**src/rtl/hazard_branch_ctrl.sv**
```systemverilog
// Hazard/redirect controller: producer history, forwarding selects, load-use stall,
// branch redirects with a multi-cycle flush and the EXEC sequencer. Optional: HAZ_PERF_CNT_EN.
module hazard_branch_ctrl #(
  parameter int RSIZE        = 4,
  parameter int FWD_DEPTH    = 2,
  parameter int FLUSH_CYCLES = 1,
  parameter int FSEL_W       = 2
) (
  input  logic              clk,
  input  logic              rst_n,
  input  logic              id_valid,
  input  logic [3:0]        opcode,
  input  logic [2:0]        cond,
  input  logic [2:0]        flag,
  input  logic [RSIZE-1:0]  addr_rd,
  input  logic [RSIZE-1:0]  addr_rs,
  input  logic [RSIZE-1:0]  addr_rt,
  output logic              stall,
  output logic              flush,
  output logic              pc_sel,
  output logic [1:0]        pc_src,
  output logic [FSEL_W-1:0] fwd_a,
  output logic [FSEL_W-1:0] fwd_b,
  output logic              exec_active,
  output logic              exec_illegal
`ifdef HAZ_PERF_CNT_EN
  ,
  output logic [15:0]       stall_cnt,
  output logic [15:0]       flush_cnt
`endif
);

  typedef enum logic [1:0] {IDLE, EXEC_TGT, EXEC_RUN} state_t;

  state_t           state_q, state_d;
  logic [2:0]       fcnt_q, fcnt_d;
  logic             hwen_q  [1:FWD_DEPTH];
  logic             hld_q   [1:FWD_DEPTH];
  logic [RSIZE-1:0] hdest_q [1:FWD_DEPTH];

  logic              tgt_mode, illegal_tgt, use_a, use_b, hit_a1, hit_b1;
  logic              stall_raw, flush_raw, eff, taken;
  logic              redir, act, ill, wr, wr_ld;
  logic [1:0]        src;
  logic [RSIZE-1:0]  b_addr, wr_dest;
  logic [FSEL_W-1:0] fa, fb;

  assign tgt_mode    = (state_q != IDLE);
  assign illegal_tgt = tgt_mode && (opcode[3:2] == 2'b11);
  assign use_a       = (opcode <= 4'd9);
  assign use_b       = !illegal_tgt &&
                       ((opcode <= 4'd3) || (opcode == 4'd9) || (opcode == 4'd14) || (opcode == 4'd15));
  assign b_addr      = (opcode <= 4'd3) ? addr_rt : addr_rd;

  // Older stages first so the youngest matching producer overrides.
  always_comb begin
    fa = '0;
    fb = '0;
    for (int k = FWD_DEPTH; k >= 1; k--) begin
      if (hwen_q[k] && hdest_q[k] == addr_rs && addr_rs != '0) fa = FSEL_W'(k);
      if (hwen_q[k] && hdest_q[k] == b_addr  && b_addr  != '0) fb = FSEL_W'(k);
    end
    hit_a1 = hwen_q[1] && hld_q[1] && hdest_q[1] == addr_rs && addr_rs != '0;
    hit_b1 = hwen_q[1] && hld_q[1] && hdest_q[1] == b_addr  && b_addr  != '0;
  end

  assign stall_raw = id_valid && ((use_a && hit_a1) || (use_b && hit_b1));
  assign flush_raw = (fcnt_q != 3'd0);
  assign eff       = id_valid && !flush_raw && !stall_raw;

  // flag = {N,V,Z}
  always_comb begin
    unique case (cond)
      3'd0: taken = flag[0];
      3'd1: taken = !flag[0];
      3'd2: taken = !flag[0] && !flag[2];
      3'd3: taken = flag[2];
      3'd4: taken = flag[0] || !flag[2];
      3'd5: taken = flag[0] || flag[2];
      3'd6: taken = flag[1];
      default: taken = 1'b1;
    endcase
  end

  always_comb begin
    redir   = 1'b0;
    src     = 2'd0;
    act     = 1'b0;
    ill     = 1'b0;
    state_d = state_q;
    if (!tgt_mode) begin
      if (eff) begin
        unique case (opcode)
          4'd12: begin redir = taken; src = taken ? 2'd1 : 2'd0; end
          4'd13: begin redir = 1'b1;  src = 2'd1; end
          4'd14: begin redir = 1'b1;  src = 2'd2; end
          4'd15: begin redir = 1'b1;  src = 2'd2; state_d = EXEC_TGT; end
          default: ;
        endcase
      end
    end else begin
      act = id_valid && !flush_raw;
      if (eff) begin
        redir   = 1'b1;
        src     = 2'd3;
        ill     = illegal_tgt;
        state_d = IDLE;
      end else if (act && stall_raw) begin
        state_d = EXEC_RUN;
      end
    end
  end

  assign wr      = eff && !illegal_tgt &&
                   ((opcode <= 4'd8) || (opcode == 4'd10) || (opcode == 4'd11) || (opcode == 4'd13));
  assign wr_dest = (opcode == 4'd13) ? {RSIZE{1'b1}} : addr_rd;
  assign wr_ld   = (opcode == 4'd8);
  assign fcnt_d  = redir ? 3'(FLUSH_CYCLES) : (flush_raw ? fcnt_q - 3'd1 : 3'd0);

  always_ff @(posedge clk or negedge rst_n) begin
    if (!rst_n) begin
      state_q <= IDLE;
      fcnt_q  <= 3'd0;
      for (int k = 1; k <= FWD_DEPTH; k++) hwen_q[k] <= 1'b0;
    end else begin
      state_q   <= state_d;
      fcnt_q    <= fcnt_d;
      hwen_q[1] <= wr;
      for (int k = 2; k <= FWD_DEPTH; k++) hwen_q[k] <= hwen_q[k-1];
    end
  end

  // Destination/load tags are qualified by hwen_q, so they carry no reset.
  always_ff @(posedge clk) begin
    hdest_q[1] <= wr_dest;
    hld_q[1]   <= wr_ld;
    for (int k = 2; k <= FWD_DEPTH; k++) begin
      hdest_q[k] <= hdest_q[k-1];
      hld_q[k]   <= hld_q[k-1];
    end
  end

  assign stall        = rst_n && stall_raw;
  assign flush        = rst_n && flush_raw;
  assign pc_sel       = rst_n && redir;
  assign pc_src       = rst_n ? src : 2'd0;
  assign fwd_a        = (rst_n && id_valid && use_a) ? fa : '0;
  assign fwd_b        = (rst_n && id_valid && use_b) ? fb : '0;
  assign exec_active  = rst_n && act;
  assign exec_illegal = rst_n && ill;

`ifdef HAZ_PERF_CNT_EN
  logic [15:0] stall_cnt_q, flush_cnt_q;

  always_ff @(posedge clk or negedge rst_n) begin
    if (!rst_n) begin
      stall_cnt_q <= 16'd0;
      flush_cnt_q <= 16'd0;
    end else begin
      if (stall_raw && stall_cnt_q != 16'hFFFF) stall_cnt_q <= stall_cnt_q + 16'd1;
      if (flush_raw && flush_cnt_q != 16'hFFFF) flush_cnt_q <= flush_cnt_q + 16'd1;
    end
  end

  assign stall_cnt = stall_cnt_q;
  assign flush_cnt = flush_cnt_q;
`endif

endmodule
```
**config.mk**
```make
export PLATFORM = sky130hd
export DESIGN_NAME = hazard_branch_ctrl
export DESIGN_NICKNAME = d
export VERILOG_FILES = /design/src/rtl/hazard_branch_ctrl.sv
export SDC_FILE = /design/constraint.sdc
export NUM_CORES = 1
export LEC_CHECK = 0
export CORE_MARGIN = 2
export CORE_UTILIZATION = 41
export DETAILED_ROUTE_END_ITERATION = 6
export PLACE_DENSITY_LB_ADDON = 0.25
export SETUP_SLACK_MARGIN = 0.1
export SLEW_MARGIN = 10
export SYNTH_ARGS = -nofsm -noshare
export SYNTH_HDL_FRONTEND = slang
export SYNTH_SLANG_ARGS = --single-unit
```
**constraint.sdc**
```tcl
create_clock -name clk -period 2.2 [get_ports clk]
set_clock_uncertainty 0.15 [all_clocks]
set_input_delay 0.33 -clock clk [delete_from_list [all_inputs] [get_ports clk]]
set_output_delay 0.33 -clock clk [all_outputs]
set_load 0.02 [all_outputs]
```
---- Word-level counts from Yosys, hierarchy flattened ----
Memories as Yosys holds them, arrays and structs flattened.
Index checks and enable logic that the tools add are counted.
operators by class
  add/sub/neg operators ................... 1
  multiply operators ...................... 0
  div/mod/pow operators ................... 0
  magnitude comparators ................... 3
  equal/unequal tests ..................... 19
  shift operators ......................... 0
  muxes and demuxes ....................... 29
  bitwise operators ....................... 0
  reduce and logical (&&, ||, !) cells .... 57
operators with widths
  kind                                                  count
  equality test 4 bit (second input constant)           8
  logical AND 1 bit                                     32
  2-to-1 mux 2 bit                                      15
  equality test 4 bit                                   4
  equality test 3 bit (second input constant)           3
  logical OR 1 bit                                      9
  <= comparator 4 bit (second input constant)           2
  2-to-1 mux 4 bit                                      2
  nonzero test 2 bit                                    4
  nonzero test 4 bit                                    2
  2-to-1 mux 1 bit                                      7
  one-hot mux 1 bit (7 select lines)                    1
  equality test 3 x 2 -> 1 bit (second input constant)  2
  2-to-1 mux 3 bit                                      2
  one-hot mux 2 bit (3 select lines)                    1
  zero test 1 bit                                       5
  <= comparator 4 x 2 -> 1 bit (second input constant)  1
  equality test 3 x 1 -> 1 bit (second input constant)  1
  zero test 3 bit                                       1
  AND reduction 3 bit                                   1
  nonzero test 3 bit                                    1
  OR reduction 3 bit                                    1
  subtractor 3 x 1 -> 3 bit (second input constant)     1
  equality test 2 bit (second input constant)           1
  other kinds (2)                                       2
storage, ports and cells
  bits in registers ....................... 7
  latch bits .............................. 0
  RAM bits ................................ 10
  memory bits (read-only) ................. 0
  input port bits ......................... 25
  logic and storage cells ................. 115
  memories ................................ 2
memories
  name     words  width  rd ports  clocked after memory_dff  wr ports  line  source
  hdest_q  2      4      2         0                         2         39    logic [RSIZE-1:0] hdest_q [1:FWD_DEPTH];
  hld_q    2      1      1         0                         2         38    logic hld_q [1:FWD_DEPTH];

---- Depth between registers and ports, before layout ----
  depth in word-level cells ............... 13
  mapped depth ............................ 7
  mapped depth without buffers ............ 6

---- Worst setup path after synthesis ----
OpenSTA, ideal clock, no wires.
  path kind ............................... input to output
  start ................................... in opcode[3]
  end ..................................... out exec_illegal
  arrival ................................. 2143 ps
  required time ........................... 1720 ps
  slack ................................... -423 ps
  cell stages on the path ................. 7
  cells stage by stage .................... buf_4 or3b_4 and3_4 o21ai_2 nor4_4 a31o_4 nor4_1
between the ends
  word-level cells in the longest chain between the ends .. 13
ends and longest elaborated chain
  item                                                                        line    source
  start: declaration                                                          12      input logic [3:0] opcode,
  <= comparator 4 x 2 -> 1 bit / equality test 4 bit (equally long branches)  52, 53
  2-to-1 mux 4 bit / logical OR 1 bit (equally long branches)                 53, 52
  equality test 4 bit / logical OR 1 bit (equally long branches)              64, 52
  logical AND 1 bit / logical OR 1 bit (equally long branches)                64, 52
  logical AND 1 bit, on equally long branches                                 64, 51
  logical AND 1 bit                                                           67      assign stall_raw = id_valid && ((use_a && hit_a1) || (use_b && hit_b1));
  logical OR 1 bit                                                            67
  logical AND 1 bit                                                           67
  zero test 1 bit                                                             69      assign eff = id_valid && !flush_raw && !stall_raw;
  logical AND 1 bit                                                           69
  2-to-1 mux 1 bit *                                                          103     if (eff) begin
  2-to-1 mux 1 bit *                                                          91      if (!tgt_mode) begin
  logical AND 1 bit *                                                         150     assign exec_illegal = rst_n && ill;
  end: declaration                                                            25      output logic exec_illegal
Every way passes the cells marked *; elsewhere a longest branch is shown, timed or not.

---- Worst setup path after layout ----
  start ................................... in opcode[3]
  end ..................................... out pc_sel
between the ends
  word-level cells in the longest chain between the ends .. 13
ends and longest elaborated chain
  item                                                                        line     source
  <= comparator 4 x 2 -> 1 bit / equality test 4 bit (equally long branches)  52, 53
  2-to-1 mux 4 bit / logical OR 1 bit (equally long branches)                 53, 52
  equality test 4 bit / logical OR 1 bit (equally long branches)              64, 52
  logical AND 1 bit / logical OR 1 bit (equally long branches)                64, 52
  logical AND 1 bit, on equally long branches                                 64, 51
  logical AND 1 bit                                                           67
  logical OR 1 bit                                                            67
  logical AND 1 bit                                                           67
  zero test 1 bit                                                             69
  logical AND 1 bit                                                           69
  2-to-1 mux 1 bit, on equally long branches                                  92, 103
  2-to-1 mux 1 bit *                                                          91
  logical AND 1 bit *                                                         145      assign pc_sel = rst_n && redir;
  end: declaration                                                            20       output logic pc_sel,
Marked as above.

==> flow_metrics.py <==
metrics = {
    "sta": {
        "slew_violations": 0,
        "timing.final.crit_share": 1.13,
        "min_period_ns": 2.49,
        "hold_viol": 0,
        "fmax_mhz": 402,
        "rsz0062_at_grt": "yes",
        "setup_ws_ns": -0.289,
        "tightest_slew_ns": 0.342,
        "slew_headroom": 0.770,
        "fin_setup_tns_ns": -2.05,
        "setup_viol": 8,
    },
    "clock_tree": {
        "ctsHtreeMaxLevel": 1,
        "cts-root-buf": "clkbuf_4",
        "tritoncts": "done",
        "clk_pin_slew_ns": 0.09,
        "clock-sinks": 16,
        "cts_made_buffers": 3,
        "clock_path_buffers": 2,
        "clkLatencyLatePin_ns": 0.30,
    },
    "synth": {
        "ys_ff_latch": 16,
        "synth_common_cells": "xnor2_1, dfxtp_1, nor2_1",
        "synth_area_per_cell_um2": 9.06,
        "yosysTopAreaCell": "dfxtp_1",
        "synth_fp_nets": 145,
        "netlist_area_um2": 1090,
        "yosysTopAreaCellShare": 0.166,
        "synth_cell_types": 44,
        "synth_edf_count": 0,
        "yosysMostFrequentCell": "xnor2_1",
        "synth-warning-count": 0,
        "synth_area_leaders": "dfxtp_1, dfrtp_1, xnor2_1, nor2_1, nor4_1",
        "async_reset_ff_frac": 0.438,
        "ys_seq_area_frac": 0.327,
        "synth_flop_cell": "dfxtp_1",
        "synthCells": 120,
    },
    "route": {
        "drc_errors": 0,
        "drt-initial-drc-count": 28,
        "final_antenna_net_count": 0,
        "via_per_inst": 5.56,
        "num_vias": 1340,
        "routed_wl_mm": 4.14,
        "firstDrtPassIters": 4,
        "wl_per_cell_um": 17.2,
    },
    "place": {
        "gp_congestion": 0.813,
        "dp.cells": 227,
        "io_buffers": 35,
        "hpwl_mm": 2.71,
    },
    "final_layout": {
        "post-route-util": 0.833,
        "regArea_um2": 363,
        "finalNonFillerCells": 241,
        "multiInputGateArea_um2": 923,
        "num-fill-cells": 155,
        "nets": 237,
        "drive_above_1_share": 0.550,
        "n_antenna_cell": 0,
        "area_delta_synth_final_pct": 91.6,
    },
    "pwr": {
        "p_sw_frac": 0.344,
        "p_seq_frac": 0.366,
        "p_comb_frac": 0.455,
        "p_int_mw": 0.611,
        "power.density_nw_per_um2": 447,
        "p_switching_mw": 0.321,
        "power_leakage_nw": 0.921,
        "power_mw": 0.932,
        "vdd_drop_max_uv": 408,
        "power_frac_clock": 0.179,
    },
    "run_status": {
        "violations": "negative setup slack",
        "status": "finished, violations left",
    },
    "critical_path": {
        "cp-start-kind": "input pin",
        "critPathArrivalTime_ns": 2.01,
        "required_ns": 1.72,
        "worstSetupEndpointType": "output port",
        "crit_fanout": 5,
        "critPathKind": "in2out",
    },
    "floorplanning": {
        "start_util": 0.435,
        "die_h_um": 55.5,
        "die_x_um": 55.5,
        "ios": 36,
        "core-area_um2": 2500,
        "core.rowCount": 18,
        "dieArea_um2": 3080,
    },
    "global_route": {
        "grt_antenna_before_repair": 0,
        "gr-usage-all-layers": 0.258,
        "grt_overflow_total": 0,
        "grt_first_pass_wirelength_mm": 6.28,
        "grt_pass1_vias": 1418,
        "grt_max_degree": 10,
    },
    "hold_path": {
        "hold_path.class": "in2reg",
    },
    "flow_run": {
        "maxCapViolations": 0,
    },
}
[power groups by stage]
| stage | clock (mW) | combinational (mW) | sequential, mW |
|---|---|---|---|
| 4_1_cts | 0.169 | 0.403 | 0.339 |
| 2_1_floorplan | 0 | 0.162 | 0.342 |
| 3_3_place_gp | 0 | 0.350 | 0.342 |
| 5_1_grt | 0.185 | 0.449 | 0.345 |
| 6_report | 0.166 | 0.424 | 0.341 |
| 3_5_place_dp | 0 | 0.365 | 0.343 |
[routing by layer]
metal,vias to the layer above,track usage,share of wire
met3,19,0.0492,0.046
met1,623,0.254,0.36
li1,632,-,-
met4,0,0.111,0.034
met5,-,0,0
met2,66,0.510,0.56
[layout by cell type, fill, tap and decap left out, types with 4 or more instances in the layout]
master            n
nand3_1           5
clkdlybuf4s50_1   5
nand2b_1          4
nand2_1           8
buf_2             5
xnor2_1           7
buf_4            57
buf_6             4
dlygate4sd2_1    12
nor2_1            8
dfxtp_1           5
dfrtp_1           7
[final timing paths]
path	cells after the start	endpoint	slack, ns	start
min	2	hdest_q[1][3]	0.16	addr_rd[3]
max reg2reg	8	fcnt_q[0]	0.26	hdest_q[1][3]
max in group asynchronous	2	fcnt_q[1]	1.53	rst_n
max	9	pc_sel	-0.29	opcode[3]
min in group asynchronous	2	state_q[0]	0.26	rst_n
min reg2reg	0	hdest_q[2][2]	0.24	hdest_q[1][2]
[what timing repair did]
| item | in CTS | in global routing |
|---|---|---|
| pin swaps | 17 | 9 |
| setup buffers | 8 | 2 |
| hold buffers | 0 | 0 |
| resized for setup | 121 | 17 |
| endpoints found under the setup margin | 15 | 10 |
[worst max-delay path, cell delays in order]
cell and delay (ns):
buf_8 0.10, or3b_4 0.42, a21oi_4 0.19, o21ai_4 0.08
nor4_4 0.34, a31o_4 0.23, buf_12 0.12, nor3_2 0.04
buf_4 0.16
[cell families (layout without fill, tap and decap cells)]
group,Yosys count,in the layout,synth area share
AO/OA/AOI/OAI,27,27,0.190
flip-flops,16,16,0.327
AND/OR/NAND/NOR,56,56,0.311
multiplexers,4,4,0.0437
XOR/XNOR,13,13,0.105
buffers and inverters,4,95,0.0242
[sequential cells by signal, summed over array words and instances (netlist names)]
signal and flops:
hld_q 1, hwen_q 2, state_q 2, hdest_q 8, fcnt_q 3
[layout make-up]
type | instances | share of cell area
clock buffers | 4 | 0.0126
inverters | 2 | 0.00360
multi-input cells | 100 | 0.443
flip-flops and latches | 16 | 0.174
well taps | 30 | 0.0180
repair buffers | 89 | 0.348
[stage by stage]
stage               hold slack (ns)  setup slack (ns)  instance area, µm²
finish                        0.161            -0.289                2080
global route                  0.149            -0.337                2080
CTS                           0.219            -0.274                2050
detailed placement            0.237             -1.12                1840
global placement              0.228             -1.08                1840
floorplan                    -0.116            -0.176                1140
Note: power is estimated with default switching activity, not from simulation.
